==> src/rtl/overcooked_pkg.sv <==
// rtl/overcooked_pkg.sv - shared grid object codes, game-state codes, grid geometry and serve FSM states
package overcooked_pkg;
    localparam int GRID_W   = 13;
    localparam int GRID_H   = 8;
    localparam int SERVE_X  = 12;
    localparam int SERVE_Y0 = 4;

    localparam logic [3:0] G_EMPTY        = 4'd0;
    localparam logic [3:0] G_COUNTER      = 4'd1;
    localparam logic [3:0] G_ONION        = 4'd2;
    localparam logic [3:0] G_BOWL_EMPTY   = 4'd3;
    localparam logic [3:0] G_BOWL_FULL    = 4'd4;
    localparam logic [3:0] G_POT          = 4'd5;
    localparam logic [3:0] G_FIRE         = 4'd6;
    localparam logic [3:0] G_EXTINGUISHER = 4'd7;

    typedef enum logic [2:0] {
        GS_WELCOME = 3'd0,
        GS_START   = 3'd1,
        GS_PLAY    = 3'd2,
        GS_PAUSE   = 3'd3,
        GS_FINISH  = 3'd4
    } game_state_e;

    typedef enum logic [1:0] {
        S_IDLE  = 2'd0,
        S_CLEAR = 2'd1,
        S_WAIT  = 2'd2
    } serve_state_e;
endpackage

==> src/rtl/order_queue.sv <==
// rtl/order_queue.sv - timed order queue: per-second countdown, append, serve-pop of the oldest entry, expiry compaction
module order_queue #(
    parameter int N_ORDERS   = 3,
    parameter int ORDER_TIME = 45
) (
    input  logic                     clk_i,
    input  logic                     clr_i,
    input  logic                     tick_i,
    input  logic                     serve_i,
    input  logic                     spawn_i,
    output logic [N_ORDERS-1:0]      valid_o,
    output logic [N_ORDERS-1:0][5:0] time_o,
    output logic [2:0]               expired_o
);
    localparam logic [5:0] FULL_TIME = 6'(ORDER_TIME);

    logic [N_ORDERS-1:0]      valid_q, valid_d, expire;
    logic [N_ORDERS-1:0][5:0] time_q, time_d;
    logic [2:0]               expired_d;
    int                       kept;

    // Survivors are packed toward index 0 in age order; a spawn lands after them.
    always_comb begin
        valid_d   = '0;
        time_d    = '0;
        expire    = '0;
        expired_d = '0;
        kept      = 0;
        for (int i = 0; i < N_ORDERS; i++) begin
            expire[i] = valid_q[i] && tick_i && (time_q[i] == 6'd0) && !(i == 0 && serve_i);
            expired_d = expired_d + {2'b00, expire[i]};
            if (valid_q[i] && !expire[i] && !(i == 0 && serve_i)) begin
                for (int j = 0; j < N_ORDERS; j++) begin
                    if (j == kept) begin
                        valid_d[j] = 1'b1;
                        time_d[j]  = tick_i ? time_q[i] - 6'd1 : time_q[i];
                    end
                end
                kept = kept + 1;
            end
        end
        if (spawn_i && kept < N_ORDERS) begin
            for (int j = 0; j < N_ORDERS; j++) begin
                if (j == kept) begin
                    valid_d[j] = 1'b1;
                    time_d[j]  = FULL_TIME;
                end
            end
        end
    end

    always_ff @(negedge clk_i) begin
        if (clr_i) begin
            valid_q <= '0;
            time_q  <= '0;
        end else begin
            valid_q <= valid_d;
            time_q  <= time_d;
        end
    end

    assign valid_o   = valid_q;
    assign time_o    = time_q;
    assign expired_o = expired_d;
endmodule

==> src/rtl/serving_station.sv <==
// rtl/serving_station.sv - serving-counter watcher: bowl serve FSMs, order matching and score; SERVE_TIP_EN adds a tip of order_time[0]>>3
module serving_station
    import overcooked_pkg::*;
#(
    parameter int N_ORDERS       = 3,
    parameter int FRAMES_PER_SEC = 60,
    parameter int ORDER_TIME     = 45,
    parameter int SPAWN_PERIOD   = 15,
    parameter int ORDER_POINTS   = 20,
    parameter int FAIL_PENALTY   = 10
) (
    input  logic                                 vsync,
    input  logic                                 reset,
    input  logic [2:0]                           game_state,
    input  logic [GRID_H-1:0][GRID_W-1:0][3:0]   object_grid,
    output logic [1:0]                           clear_space,
    output logic [9:0]                           score,
    output logic [3:0]                           orders_failed,
    output logic [N_ORDERS-1:0]                  order_valid,
    output logic [N_ORDERS-1:0][5:0]             order_time
);
    localparam int FW = $clog2(FRAMES_PER_SEC + 1);
    localparam int SW = $clog2(SPAWN_PERIOD + 1);
    localparam logic [FW-1:0] FRAME_LAST = FW'(FRAMES_PER_SEC - 1);
    localparam logic [SW-1:0] SPAWN_LAST = SW'(SPAWN_PERIOD - 1);

    logic                     play, clr, tick, spawn, credit, first_q;
    logic [FW-1:0]            frame_q, frame_d;
    logic [SW-1:0]            spawn_q, spawn_d;
    logic [1:0]               full, go;
    serve_state_e             srv_q [2];
    serve_state_e             srv_d [2];
    logic [N_ORDERS-1:0]      q_valid;
    logic [N_ORDERS-1:0][5:0] q_time;
    logic [2:0]               expired;
    logic [11:0]              score_sum, penalty, tip;
    logic [4:0]               failed_sum;
    logic [9:0]               score_q, score_d;
    logic [3:0]               failed_q, failed_d;
    logic                     unused_grid;

    assign play  = (game_state == GS_PLAY);
    assign clr   = reset || (game_state == GS_START);
    assign tick  = play && (frame_q == FRAME_LAST);
    assign spawn = play && (first_q || (tick && spawn_q == SPAWN_LAST));

    assign full[0] = (object_grid[SERVE_Y0][SERVE_X] == G_BOWL_FULL);
    assign full[1] = (object_grid[SERVE_Y0+1][SERVE_X] == G_BOWL_FULL);
    // Cell 1 yields to cell 0 so clear_space never carries both bits.
    assign go[0]  = play && (srv_q[0] == S_IDLE) && full[0];
    assign go[1]  = play && (srv_q[1] == S_IDLE) && full[1] && !go[0];
    assign credit = (|go) && q_valid[0];
    assign unused_grid = ^object_grid;

    order_queue #(
        .N_ORDERS   (N_ORDERS),
        .ORDER_TIME (ORDER_TIME)
    ) u_queue (
        .clk_i     (vsync),
        .clr_i     (clr),
        .tick_i    (tick),
        .serve_i   (|go),
        .spawn_i   (spawn),
        .valid_o   (q_valid),
        .time_o    (q_time),
        .expired_o (expired)
    );

    always_comb begin
        frame_d = tick ? '0 : frame_q + 1'b1;
        spawn_d = spawn_q;
        if (tick) begin
            spawn_d = (spawn_q == SPAWN_LAST) ? '0 : spawn_q + 1'b1;
        end
    end

    always_comb begin
        tip = '0;
`ifdef SERVE_TIP_EN
        tip = {9'd0, q_time[0][5:3]};
`endif
        score_sum = {2'b00, score_q};
        if (credit) begin
            score_sum = score_sum + 12'(ORDER_POINTS) + tip;
        end
        if (score_sum > 12'd999) begin
            score_sum = 12'd999;
        end
        penalty    = 12'(FAIL_PENALTY) * {9'd0, expired};
        score_d    = (score_sum > penalty) ? 10'(score_sum - penalty) : '0;
        failed_sum = {1'b0, failed_q} + {2'b00, expired};
        failed_d   = (failed_sum > 5'd15) ? 4'd15 : failed_sum[3:0];
    end

    always_ff @(negedge vsync) begin
        if (clr) begin
            frame_q  <= '0;
            spawn_q  <= '0;
            first_q  <= 1'b1;
            score_q  <= '0;
            failed_q <= '0;
        end else if (play) begin
            frame_q  <= frame_d;
            spawn_q  <= spawn_d;
            first_q  <= 1'b0;
            score_q  <= score_d;
            failed_q <= failed_d;
        end
    end

    always_ff @(negedge vsync) begin
        if (clr) begin
            srv_q[0] <= S_IDLE;
            srv_q[1] <= S_IDLE;
        end else begin
            srv_q[0] <= srv_d[0];
            srv_q[1] <= srv_d[1];
        end
    end

    // WAIT holds until the bowl is gone, so a late clear never earns a second credit.
    always_comb begin
        for (int k = 0; k < 2; k++) begin
            srv_d[k] = srv_q[k];
            if (play) begin
                case (srv_q[k])
                    S_IDLE:  if (go[k]) srv_d[k] = S_CLEAR;
                    S_CLEAR: srv_d[k] = S_WAIT;
                    S_WAIT:  if (!full[k]) srv_d[k] = S_IDLE;
                    default: srv_d[k] = S_IDLE;
                endcase
            end
        end
    end

    always_comb begin
        for (int k = 0; k < 2; k++) begin
            clear_space[k] = play && (srv_q[k] == S_CLEAR);
        end
    end

    assign score         = score_q;
    assign orders_failed = failed_q;
    assign order_valid   = q_valid;
    assign order_time    = q_time;
endmodule

==> config.mk <==
export PLATFORM = sky130hd
export DESIGN_NAME = serving_station
export DESIGN_NICKNAME = d
export VERILOG_FILES = /design/src/rtl/overcooked_pkg.sv /design/src/rtl/order_queue.sv /design/src/rtl/serving_station.sv
export SDC_FILE = /design/constraint.sdc
export NUM_CORES = 1
export LEC_CHECK = 0
export ABC_CLOCK_PERIOD_IN_PS = 6200
export CAP_MARGIN = 20
export CORE_AREA = 2 2 176 178
export DETAILED_ROUTE_END_ITERATION = 8
export DIE_AREA = 0 0 178 180
export PLACE_DENSITY = 0.44
export REMOVE_ABC_BUFFERS = 1
export SYNTH_ARGS = -nofsm -noshare
export SYNTH_HDL_FRONTEND = slang
export SYNTH_SLANG_ARGS = --single-unit
==> constraint.sdc <==
create_clock -name vsync -period 6.2 [get_ports vsync]
set_input_delay 0.62 -clock vsync [delete_from_list [all_inputs] [get_ports vsync]]
set_output_delay 0.62 -clock vsync [all_outputs]
set_load 0.01 [all_outputs]
==> reports/qor.yml <==
floorplanning:
  dieArea_mm2: 0.0320
  core_area_mm2: 0.0302
  rows: 64
  die_y_um: 180
  dieWidth_um: 178
  ios: 458
  start_util: 0.119
clocking:
  cts.htree.levels: 2
  numCtsBuffers: 5
  clkTransAtPathRegs_ps: 40
  ctsHoldBuffers: 0
  tritoncts: "built"
  root_buffer: "clkbuf_16"
  clockBufferDepth: 2
  clk_latency_ps: 380
  clock-sinks: 50
drt:
  vias_per_cell: 3.87
  drt_iter0_markers: 183
  num_vias: 4085
  firstDrtPassIters: 5
  drc: 0
  routed_wl_mm: 13.8
  ant_nets: 0
  wire_per_inst_um: 13.1
yosys:
  synth.top_cell.area_share: 0.279
  synthXorXnorAreaFrac: 0.0732
  synth_area_mm2: 0.00359
  postSynthCellCount: 466
  synth_seq_cells: 50
  yosysTopAreaCell: "dfxtp_1"
  synth_top_family_by_area: "simple AND/OR/NAND/NOR gates"
  yosys-top-cells-area: "dfxtp_1 (28%), ha_1 (8.4%), nand2_1 (5.8%), a21oi_1 (5.3%), nor2_1 (4.8%)"
  synth.area.mux_share: 0.00593
  synth-simple-area-share: 0.280
  ys_seq_area_frac: 0.279
  synth_ff_type: "dfxtp_1"
  yosys.area_share.adder: 0.106
  synth_compound_area_frac: 0.204
  syn_avg_cell_area_um2: 7.70
  synth-async-reset-ratio: 0
  synth_warnings: 0
  yosysUniqueCellTypes: 61
  synth_enable_flop_cells: 0
power_and_ir_drop:
  powerDensity_mw_per_mm2: 138
  power.leakage_nw: 2.50
  ir_worst_vdd_mv: 0.113
global_routing:
  grt_usage: 0.0855
  grt_max_degree: 24
  first_global_vias: 4155
  grt_pass1_wl_mm: 21.9
  overflow: 0
  grt_antenna_before_repair: 0
cells_and_area:
  mostFrequentLayoutCells: "buf_4 (98), inv_1 (68), nand2_1 (51)"
  syn2layout_area_growth_pct: 67.0
  final_layout_size_suffix_gt1_frac: 0.303
  nets: 1108
  layout_commonest_cell: "buf_4"
  n_antenna_cell: 0
setup_path:
  crit_slowest_cell: "or4b_4"
  cp_common_cell: "xor2_1"
  r2r_slack_ps: 2210
  cp_data_required_time_ps: 3350
  path_delay_family: "simple AND/OR/NAND/NOR gates"
  critPathArrivalTime_ps: 4380
  cpPeakStageDelay_ps: 520
  critPathKind: "in -> reg"
  crit_path_max_fanout: 5
  crit_path_cell_trace: "dlygate4sd2_1 -> or2_1 -> or4_4 -> a2111oi_4 -> xor2_1 -> or4b_4 -> o41ai_4 -> a21oi_2 -> ha_1 -> buf_6 -> o21a_1 -> o31a_1 -> o21ai_2 -> nand2b_1 -> a211oi_2 -> xor2_1 -> o21ai_1"
  start_kind: "input port"
  crit_path_end_kind: "flip-flop"
  cp_num_buf_inv: 2
sta:
  setup_violations: 14
  hold_viol_final: 0
  grt_setup_unrepaired: "yes"
  fin_ws_ps: -1030
  relSlewSlack: 0.525
  whs_ps: 463
  slew_violations: 0
  tightestPinTransition_ps: 712
  skew_ps: 23.3
  tns_ps: -10370
placed_design:
  io_buffers: 49
  dp_worst_setup_slack_ps: -2000
  dpl.hpwl_mm: 10.2
  place.gp.congestion: 0.822
min_path:
  min_path_type: "reg -> reg"
job:
  drv_cap: 0
status:
  status: "complete, but fails checks"
  violations: "negative setup slack"
final timing paths:
kind / from / endpoint / depth (start not counted)
hold reg to reg: first_q / first_q / 2
setup / recovery: object_grid[308] / score[8] / 17
setup reg to reg: score[2] / score[9] / 18
hold / removal: first_q / first_q / 2
routing by layer:
layer  GRT usage  vias to the layer above  share of wire
met5           0                        -              0
met4      0.0262                        0          0.012
met3      0.0345                       16          0.083
met2       0.135                      115           0.46
met1       0.106                     1910           0.45
li1            -                     2044              -
worst min-delay path: stages, from the launching register on:
cell and delay, ps:
dfxtp_1 320, nand2_1 60, nand2_1 40
flip-flops by register name, indices dropped and copies added (netlist names):
signal,count
score,10
u_queue.time_o,18
frame_q,6
first_q,1
orders_failed,4
u_queue.valid_o,3
spawn_q,4
srv_q,4
timing repair:
action,4_1_cts,5_1_grt
setup endpoints to repair,35,29
pin swaps,35,22
buffers inserted,14,7
gates resized for setup,94,23
hold endpoints to repair,0,0
report_power, final:
part	leakage, nW	internal, W	switching (W)
combinational	1.76	0.0000326	0.0000345
sequential	0.403	0.000327	0.00000447
clock	0.339	0.000195	0.000231
total	2.50	0.000554	0.000270
kinds of logic after synthesis:
| family | after synthesis |
|---|---|
| fa+ha+maj | 28 |
| xor+xnor | 30 |
| simple gates | 199 |
| compound gates | 111 |
| mux | 2 |
| buf+inv | 46 |
| flops | 50 |
cell usage after synthesis (all sizes together) (9+ instances only):
cell type  instances
nor2              46
inv               24
nand2             55
nand3             22
nor3              12
clkbuf            14
dfxtp             50
xor2              16
a21oi             38
ha                24
nor4               9
xnor2             14
o21ai             24
metrics by stage:
step	area, µm²	cells	utilization	power [W]
after floorplan	3490	444	-	0.000409
after global placement	5170	980	0.171	0.000447
after detailed placement	5170	980	0.171	0.000447
after CTS	5850	1049	0.194	0.000845
after global routing	5990	1056	0.199	0.000886
final	5990	1056	0.199	0.000825
area by class of cell:
type	count	area, µm²
Timing Repair Buffer	159	1350
Clock inverter	53	210
Inverter	23	88.8
Clock buffer	5	125
Sequential cell	50	1000
Tap cell	396	495
Multi-Input combinational cell	370	2720
Fill cell	3387	24200
Note: power is estimated with default switching activity, not from simulation.
